`config.mk`:
```
export PLATFORM = sky130hd
export DESIGN_NAME = spi_transaction_arbiter
export DESIGN_NICKNAME = d
export VERILOG_FILES = /design/src/rtl/spi_transaction_arbiter.sv
export SDC_FILE = /design/constraint.sdc
export NUM_CORES = 1
export LEC_CHECK = 0
export ABC_AREA = 1
export CORE_ASPECT_RATIO = 0.75
export CORE_MARGIN = 2
export CORE_UTILIZATION = 35
export DETAILED_ROUTE_END_ITERATION = 10
export PLACE_DENSITY = 0.73
export SYNTH_ARGS = -nofsm -noshare
export SYNTH_HDL_FRONTEND = slang
export SYNTH_SLANG_ARGS = --single-unit
```
`constraint.sdc`:
```
create_clock -name clk -period 3.4 [get_ports clk]
set_input_delay 0.51 -clock clk [delete_from_list [all_inputs] [get_ports clk]]
set_output_delay 0.51 -clock clk [all_outputs]
set_load 0.05 [all_outputs]
```
`src/rtl/spi_transaction_arbiter.sv`:
```
// spi_transaction_arbiter
//
// Shares one SPI master between NREQ requesters. Each granted transaction is
// one chip-select window: CS setup delay, 2..4 bytes sent, one readback byte
// (or an rx timeout), CS hold delay, then a one-cycle completion pulse.
// Arbitration is round-robin; the winner's request fields are latched at grant
// and its req lines are ignored until the transaction completes.
//
// Ports
//   clk, rstn            clock, synchronous active-low reset
//   req[NREQ]            per-requester transaction request (level)
//   req_chip[3*NREQ]     chip index per requester
//   req_nbytes[3*NREQ]   bytes to send per requester (clamped to 2..4)
//   req_data[32*NREQ]    bytes to send per requester, [31:24] first
//   gnt[NREQ]            one-hot grant for the whole transaction
//   done[NREQ]           one-cycle completion pulse to the winner
//   err                  rx timeout flag, valid with done
//   rdata[8]             last captured readback byte
//   busy                 transaction in progress
//   spitx/spitxdv        byte + strobe to the SPI master
//   spitxready           SPI master can accept a byte
//   spirx/spirxdv        received byte + strobe from the SPI master
//   spics[8]             active-low chip selects
//   spimisossel[3]       MISO mux select

module spi_transaction_arbiter #(
    parameter int NREQ       = 2,
    parameter int CS_SETUP   = 6,
    parameter int CS_HOLD    = 16,
    parameter int RX_TIMEOUT = 255
) (
    input  logic                 clk,
    input  logic                 rstn,
    input  logic [NREQ-1:0]      req,
    input  logic [3*NREQ-1:0]    req_chip,
    input  logic [3*NREQ-1:0]    req_nbytes,
    input  logic [32*NREQ-1:0]   req_data,
    output logic [NREQ-1:0]      gnt,
    output logic [NREQ-1:0]      done,
    output logic                 err,
    output logic [7:0]           rdata,
    output logic                 busy,
    output logic [7:0]           spitx,
    output logic                 spitxdv,
    input  logic                 spitxready,
    input  logic [7:0]           spirx,
    input  logic                 spirxdv,
    output logic [7:0]           spics,
    output logic [2:0]           spimisossel
);

    localparam int PW     = (NREQ > 1) ? $clog2(NREQ) : 1;
    localparam int CMAX_A = (CS_SETUP > CS_HOLD) ? CS_SETUP : CS_HOLD;
    localparam int CMAX   = (CMAX_A > RX_TIMEOUT) ? CMAX_A : RX_TIMEOUT;
    localparam int CW     = $clog2(CMAX + 1) + 1;

    typedef enum logic [2:0] {
        IDLE,
        SETUP,
        SEND,
        GAP,
        WAIT_RX,
        HOLD,
        DONE
    } state_t;

    state_t          state;
    state_t          state_nxt;

    logic [PW-1:0]   ptr;        // last winner; search starts one past it
    logic [PW-1:0]   win;        // requester owning the current transaction
    logic [2:0]      chip_q;
    logic [2:0]      left;       // bytes still to send, including current
    logic [31:0]     sr;         // outgoing bytes, current byte in [31:24]
    logic [CW-1:0]   cnt;        // shared by setup, rx timeout and hold
    logic            err_q;
    logic [7:0]      rdata_q;

    logic            any_req;
    logic [PW-1:0]   pick;
    logic [2:0]      nb_raw;
    logic [2:0]      nb_clamp;

    // ------------------------------------------------------------------
    // Round-robin pick: first requester at ptr+1, ptr+2, ... (mod NREQ).
    // ------------------------------------------------------------------
    always_comb begin
        any_req = 1'b0;
        pick    = ptr;
        for (int i = 1; i <= NREQ; i++) begin
            if (!any_req && req[(int'(ptr) + i) % NREQ]) begin
                any_req = 1'b1;
                pick    = PW'((int'(ptr) + i) % NREQ);
            end
        end
    end

    // Byte count outside 2..4 is clamped to the nearest legal value.
    always_comb begin
        nb_raw = req_nbytes[3*pick +: 3];
        if (nb_raw < 3'd2)
            nb_clamp = 3'd2;
        else if (nb_raw > 3'd4)
            nb_clamp = 3'd4;
        else
            nb_clamp = nb_raw;
    end

    // ------------------------------------------------------------------
    // State register
    // ------------------------------------------------------------------
    always_ff @(posedge clk) begin
        if (!rstn)
            state <= IDLE;
        else
            state <= state_nxt;
    end

    // ------------------------------------------------------------------
    // Next-state logic
    // ------------------------------------------------------------------
    always_comb begin
        state_nxt = state;
        case (state)
            IDLE:    if (any_req)                  state_nxt = SETUP;
            SETUP:   if (cnt == CW'(CS_SETUP))     state_nxt = SEND;
            SEND:    if (spitxready)               state_nxt = GAP;
            // left still counts the byte just sent
            GAP:     state_nxt = (left > 3'd1) ? SEND : WAIT_RX;
            WAIT_RX: if (spirxdv || cnt == CW'(RX_TIMEOUT))
                                                   state_nxt = HOLD;
            HOLD:    if (cnt == CW'(CS_HOLD))      state_nxt = DONE;
            DONE:    state_nxt = IDLE;
            default: state_nxt = IDLE;
        endcase
    end

    // ------------------------------------------------------------------
    // Datapath: latched request, byte shifter, counter, readback
    // ------------------------------------------------------------------
    always_ff @(posedge clk) begin
        if (!rstn) begin
            ptr     <= PW'(NREQ - 1);
            win     <= '0;
            chip_q  <= '0;
            left    <= '0;
            sr      <= '0;
            cnt     <= '0;
            err_q   <= 1'b0;
            rdata_q <= '0;
        end else begin
            case (state)
                IDLE: begin
                    if (any_req) begin
                        win    <= pick;
                        ptr    <= pick;
                        chip_q <= req_chip[3*pick +: 3];
                        left   <= nb_clamp;
                        sr     <= req_data[32*pick +: 32];
                        cnt    <= '0;
                        err_q  <= 1'b0;
                    end
                end
                SETUP: begin
                    cnt <= cnt + 1'b1;
                end
                GAP: begin
                    sr   <= {sr[23:0], 8'h00};
                    left <= left - 3'd1;
                    cnt  <= '0;
                end
                WAIT_RX: begin
                    // rx strobe wins over a timeout landing on the same cycle
                    if (spirxdv) begin
                        rdata_q <= spirx;
                        cnt     <= '0;
                    end else if (cnt == CW'(RX_TIMEOUT)) begin
                        err_q <= 1'b1;
                        cnt   <= '0;
                    end else begin
                        cnt <= cnt + 1'b1;
                    end
                end
                HOLD: begin
                    cnt <= cnt + 1'b1;
                end
                default: ;
            endcase
        end
    end

    // ------------------------------------------------------------------
    // Outputs, decoded from state so a reset drops everything at once
    // ------------------------------------------------------------------
    always_comb begin
        spics   = 8'hff;
        gnt     = '0;
        busy    = 1'b0;
        done    = '0;
        err     = 1'b0;
        spitxdv = 1'b0;
        spitx   = 8'h00;
        if (state inside {SETUP, SEND, GAP, WAIT_RX, HOLD}) begin
            spics    = ~(8'h01 << chip_q);
            gnt[win] = 1'b1;
            busy     = 1'b1;
        end
        case (state)
            SEND: begin
                spitx   = sr[31:24];
                spitxdv = spitxready;
            end
            DONE: begin
                done[win] = 1'b1;
                err       = err_q;
            end
            default: ;
        endcase
    end

    assign spimisossel = chip_q;
    assign rdata       = rdata_q;

endmodule
```
==> results.json <==
{
  "antenna_found_initial": 0,
  "postSynthAreaPerCell_um2": 6.150,
  "overflow": 0,
  "post_cts_buffers": 0,
  "area_growth_pct": 44.72,
  "worstHoldPathType": "reg2reg",
  "timing.slew.headroom": 0.4651,
  "worst_path_largest_cell_delay_ns": 0.81,
  "drc": 0,
  "crit_slowest_cell": "clkdlybuf4s50_1",
  "rsz0062_at_grt": "no",
  "p_int_w": 0.001766,
  "ys_seq_area_frac": 0.3448,
  "min_period_ns": 3.212,
  "cts_tree": "yes",
  "leakagePower_nw": 2.324,
  "cts-root-buf": "clkbuf_16",
  "start_util": 0.3638,
  "io_buffer_count": 123,
  "synthArstFlopShare": 0,
  "critPathKind": "reg2out",
  "dieArea_um2": 10950,
  "h-tree-depth": 3,
  "skew_ns": 0.005515,
  "whs_ns": 0.4602,
  "muxShareOfSynthArea": 0,
  "cap_violations": 0,
  "status": "finished clean",
  "synth_xor_area_frac": 0.004945,
  "cp-start-kind": "flip-flop",
  "vias_per_cell": 4.609,
  "antenna_left": 0,
  "drt-initial-drc-count": 215,
  "synthSimpleGateAreaFrac": 0.3896,
  "power_frac_clock": 0.321,
  "nNetsFinal": 787,
  "period_share": 0.9447,
  "p_sw_w": 0.0009938,
  "rows": 31,
  "coreArea_um2": 9736,
  "p_comb_frac": 0.353,
  "final_cell_mix": "nand2_1, clkdlybuf4s50_1, nor2_1, inv_1, dfxtp_1",
  "synth_compound_gate_area_share": 0.1074,
  "track_usage": 0.1857,
  "synth_flop_cell": "dfxtp_1",
  "netlist_area_um2": 3542,
  "gp_congestion": 0.7978,
  "worstMarginPinSlew_ns": 0.8014,
  "synth_cells": 576,
  "crit_fanout": 8,
  "synthDistinctLibCells": 31,
  "grt_max_degree": 37,
  "die_x_um": 120.2,
  "setup_tns_ns": 0,
  "ys_ff_latch": 61,
  "crit_top_cell": "nor2_1",
  "ir_worst_vdd_mv": 0.2654,
  "fmax_ghz": 0.3113,
  "yosysWarnings": 0,
  "arrival_ns": 2.70,
  "first_global_vias": 3607,
  "hpwl_mm": 7.502,
  "routed_wl_mm": 10.06,
  "finalSetupViolCount": 0,
  "numCtsBuffers": 9,
  "cts.sinks": 61,
  "syn_nets": 673,
  "die_y_um": 91.12,
  "ctsResizeCount": 0,
  "endpoint_kind": "output port",
  "vias": 3807,
  "final_max_slew_viol_count": 0,
  "worstPathRequired_ns": 2.89,
  "grt_pass1_wl_mm": 16.55,
  "synth_fa_ha_area_frac": 0.02473,
  "final_common_cell": "nand2_1",
  "cts-hold-fix-buffers": 0,
  "clkTransAtPathRegs_ns": 0.05,
  "ios": 124,
  "swShare": 0.3600,
  "synth_top_family_by_area": "simple AND/OR/NAND/NOR gates",
  "seqPwrFrac": 0.326,
  "ctsLongestPathBuffers": 2,
  "drive_gt1_frac": 0.04611,
  "synth_enable_flop_cells": 0,
  "antenna_cells": 0,
  "path_cells": "inv_1 -> nor2_1 -> nor3_1 -> nor2_1 -> nand2_1 -> clkdlybuf4s50_1",
  "clkLatencyLatePin_ns": 0.32,
  "wire_per_inst_um": 12.18,
  "hold_viol": 0,
  "regToRegSetupSlack_ns": 1.19,
  "power_density_nw_per_um2": 538.4,
  "firstDrtPassIters": 5
}
==> cells in the mapped netlist (2+ instances only) <==
cell type | instances | area [um2]
a21oi_1 | 24 | 120.1
nand2_4 | 2 | 22.52
buf_4 | 5 | 37.54
buf_2 | 13 | 65.06
inv_2 | 3 | 11.26
o21ai_1 | 2 | 10.01
o21ai_0 | 9 | 45.04
clkbuf_1 | 3 | 11.26
dfxtp_1 | 61 | 1221
nor2_1 | 84 | 315.3
nand3_1 | 39 | 195.2
inv_1 | 77 | 289.0
a31oi_1 | 4 | 25.02
buf_6 | 3 | 33.78
nor3_1 | 10 | 50.05
o211ai_1 | 17 | 127.6
ha_1 | 7 | 87.58
xor2_1 | 2 | 17.52
nand2_1 | 199 | 747.0
==> power groups by stage <==
| stage | Clock, W | Combinational [W] | Sequential, W |
|---|---|---|---|
| floorplan | 0 | 0.000673 | 0.000924 |
| global placement | 0 | 0.000950 | 0.000909 |
| detailed placement | 0 | 0.000973 | 0.000912 |
| CTS | 0.000895 | 0.000979 | 0.000898 |
| global route | 0.000934 | 0.00109 | 0.000913 |
| finish | 0.000887 | 0.000973 | 0.000899 |
==> final cells by class <==
type | count | area, um2
sequential | 61 | 1221
clock inverter | 4 | 48.80
tap | 132 | 165.2
fill | 934 | 4609
inverter | 81 | 304.0
multi-input combinational | 409 | 1876
timing repair buffer | 128 | 1269
clock buffer | 11 | 242.7
==> routing by layer <==
layer	GRT usage	wire (um)
met2	0.3134	4596
met4	0.04216	132
met5	0	0
met1	0.2407	4620
met3	0.04271	708
==> path summary, 6_finish.rpt <==
check,startpoint,to,cells past startpoint
worst max register to register,ptr$_SDFFE_PN1P_,sr[25]$_SDFFE_PN0P_,6
worst min-delay path,rdata[2]$_SDFFE_PN0P_,rdata[2]$_SDFFE_PN0P_,2
worst max-delay path,state[2]$_SDFFE_PN0P_,spics[0],6
worst min register to register,rdata[2]$_SDFFE_PN0P_,rdata[2]$_SDFFE_PN0P_,2
==> worst max-delay path: cells and delay by family, from the launching register on <==
| kind | cells | cell delay [ns] |
|---|---|---|
| buffers and inverters | 2 | 0.99 |
| and+or+nand+nor | 4 | 0.96 |
| DFF | 1 | 0.43 |
==> stage by stage <==
stage / cells / total power, W / util / cell area [um2] / worst slack [ns]
after floorplan: 576 / 0.001597 / - / 3542 / 1.431
after global placement: 811 / 0.001859 / 0.4966 / 4835 / 0.5687
after detailed placement: 811 / 0.001885 / 0.4966 / 4835 / 0.5043
after CTS: 826 / 0.002772 / 0.5265 / 5126 / 0.1618
after global routing: 826 / 0.002935 / 0.5265 / 5126 / 0.007056
final: 826 / 0.002760 / 0.5265 / 5126 / 0.1880
==> logic make-up after synthesis <==
family                     count (synthesis)
xor gates and xnor gates                   2
AOI/OAI and AO/OA                         61
DFF                                       61
buffers and inverters                    106
adders and majority gates                  7
and+or+nand+nor                          339
==> registers in the layout (all words and copies together) (netlist names) <==
register,cells
ptr,1
err_q,1
spimisossel,3
win,1
rdata,8
cnt,9
sr,32
left,3
state,3
Note: power is estimated with default switching activity, not from simulation.
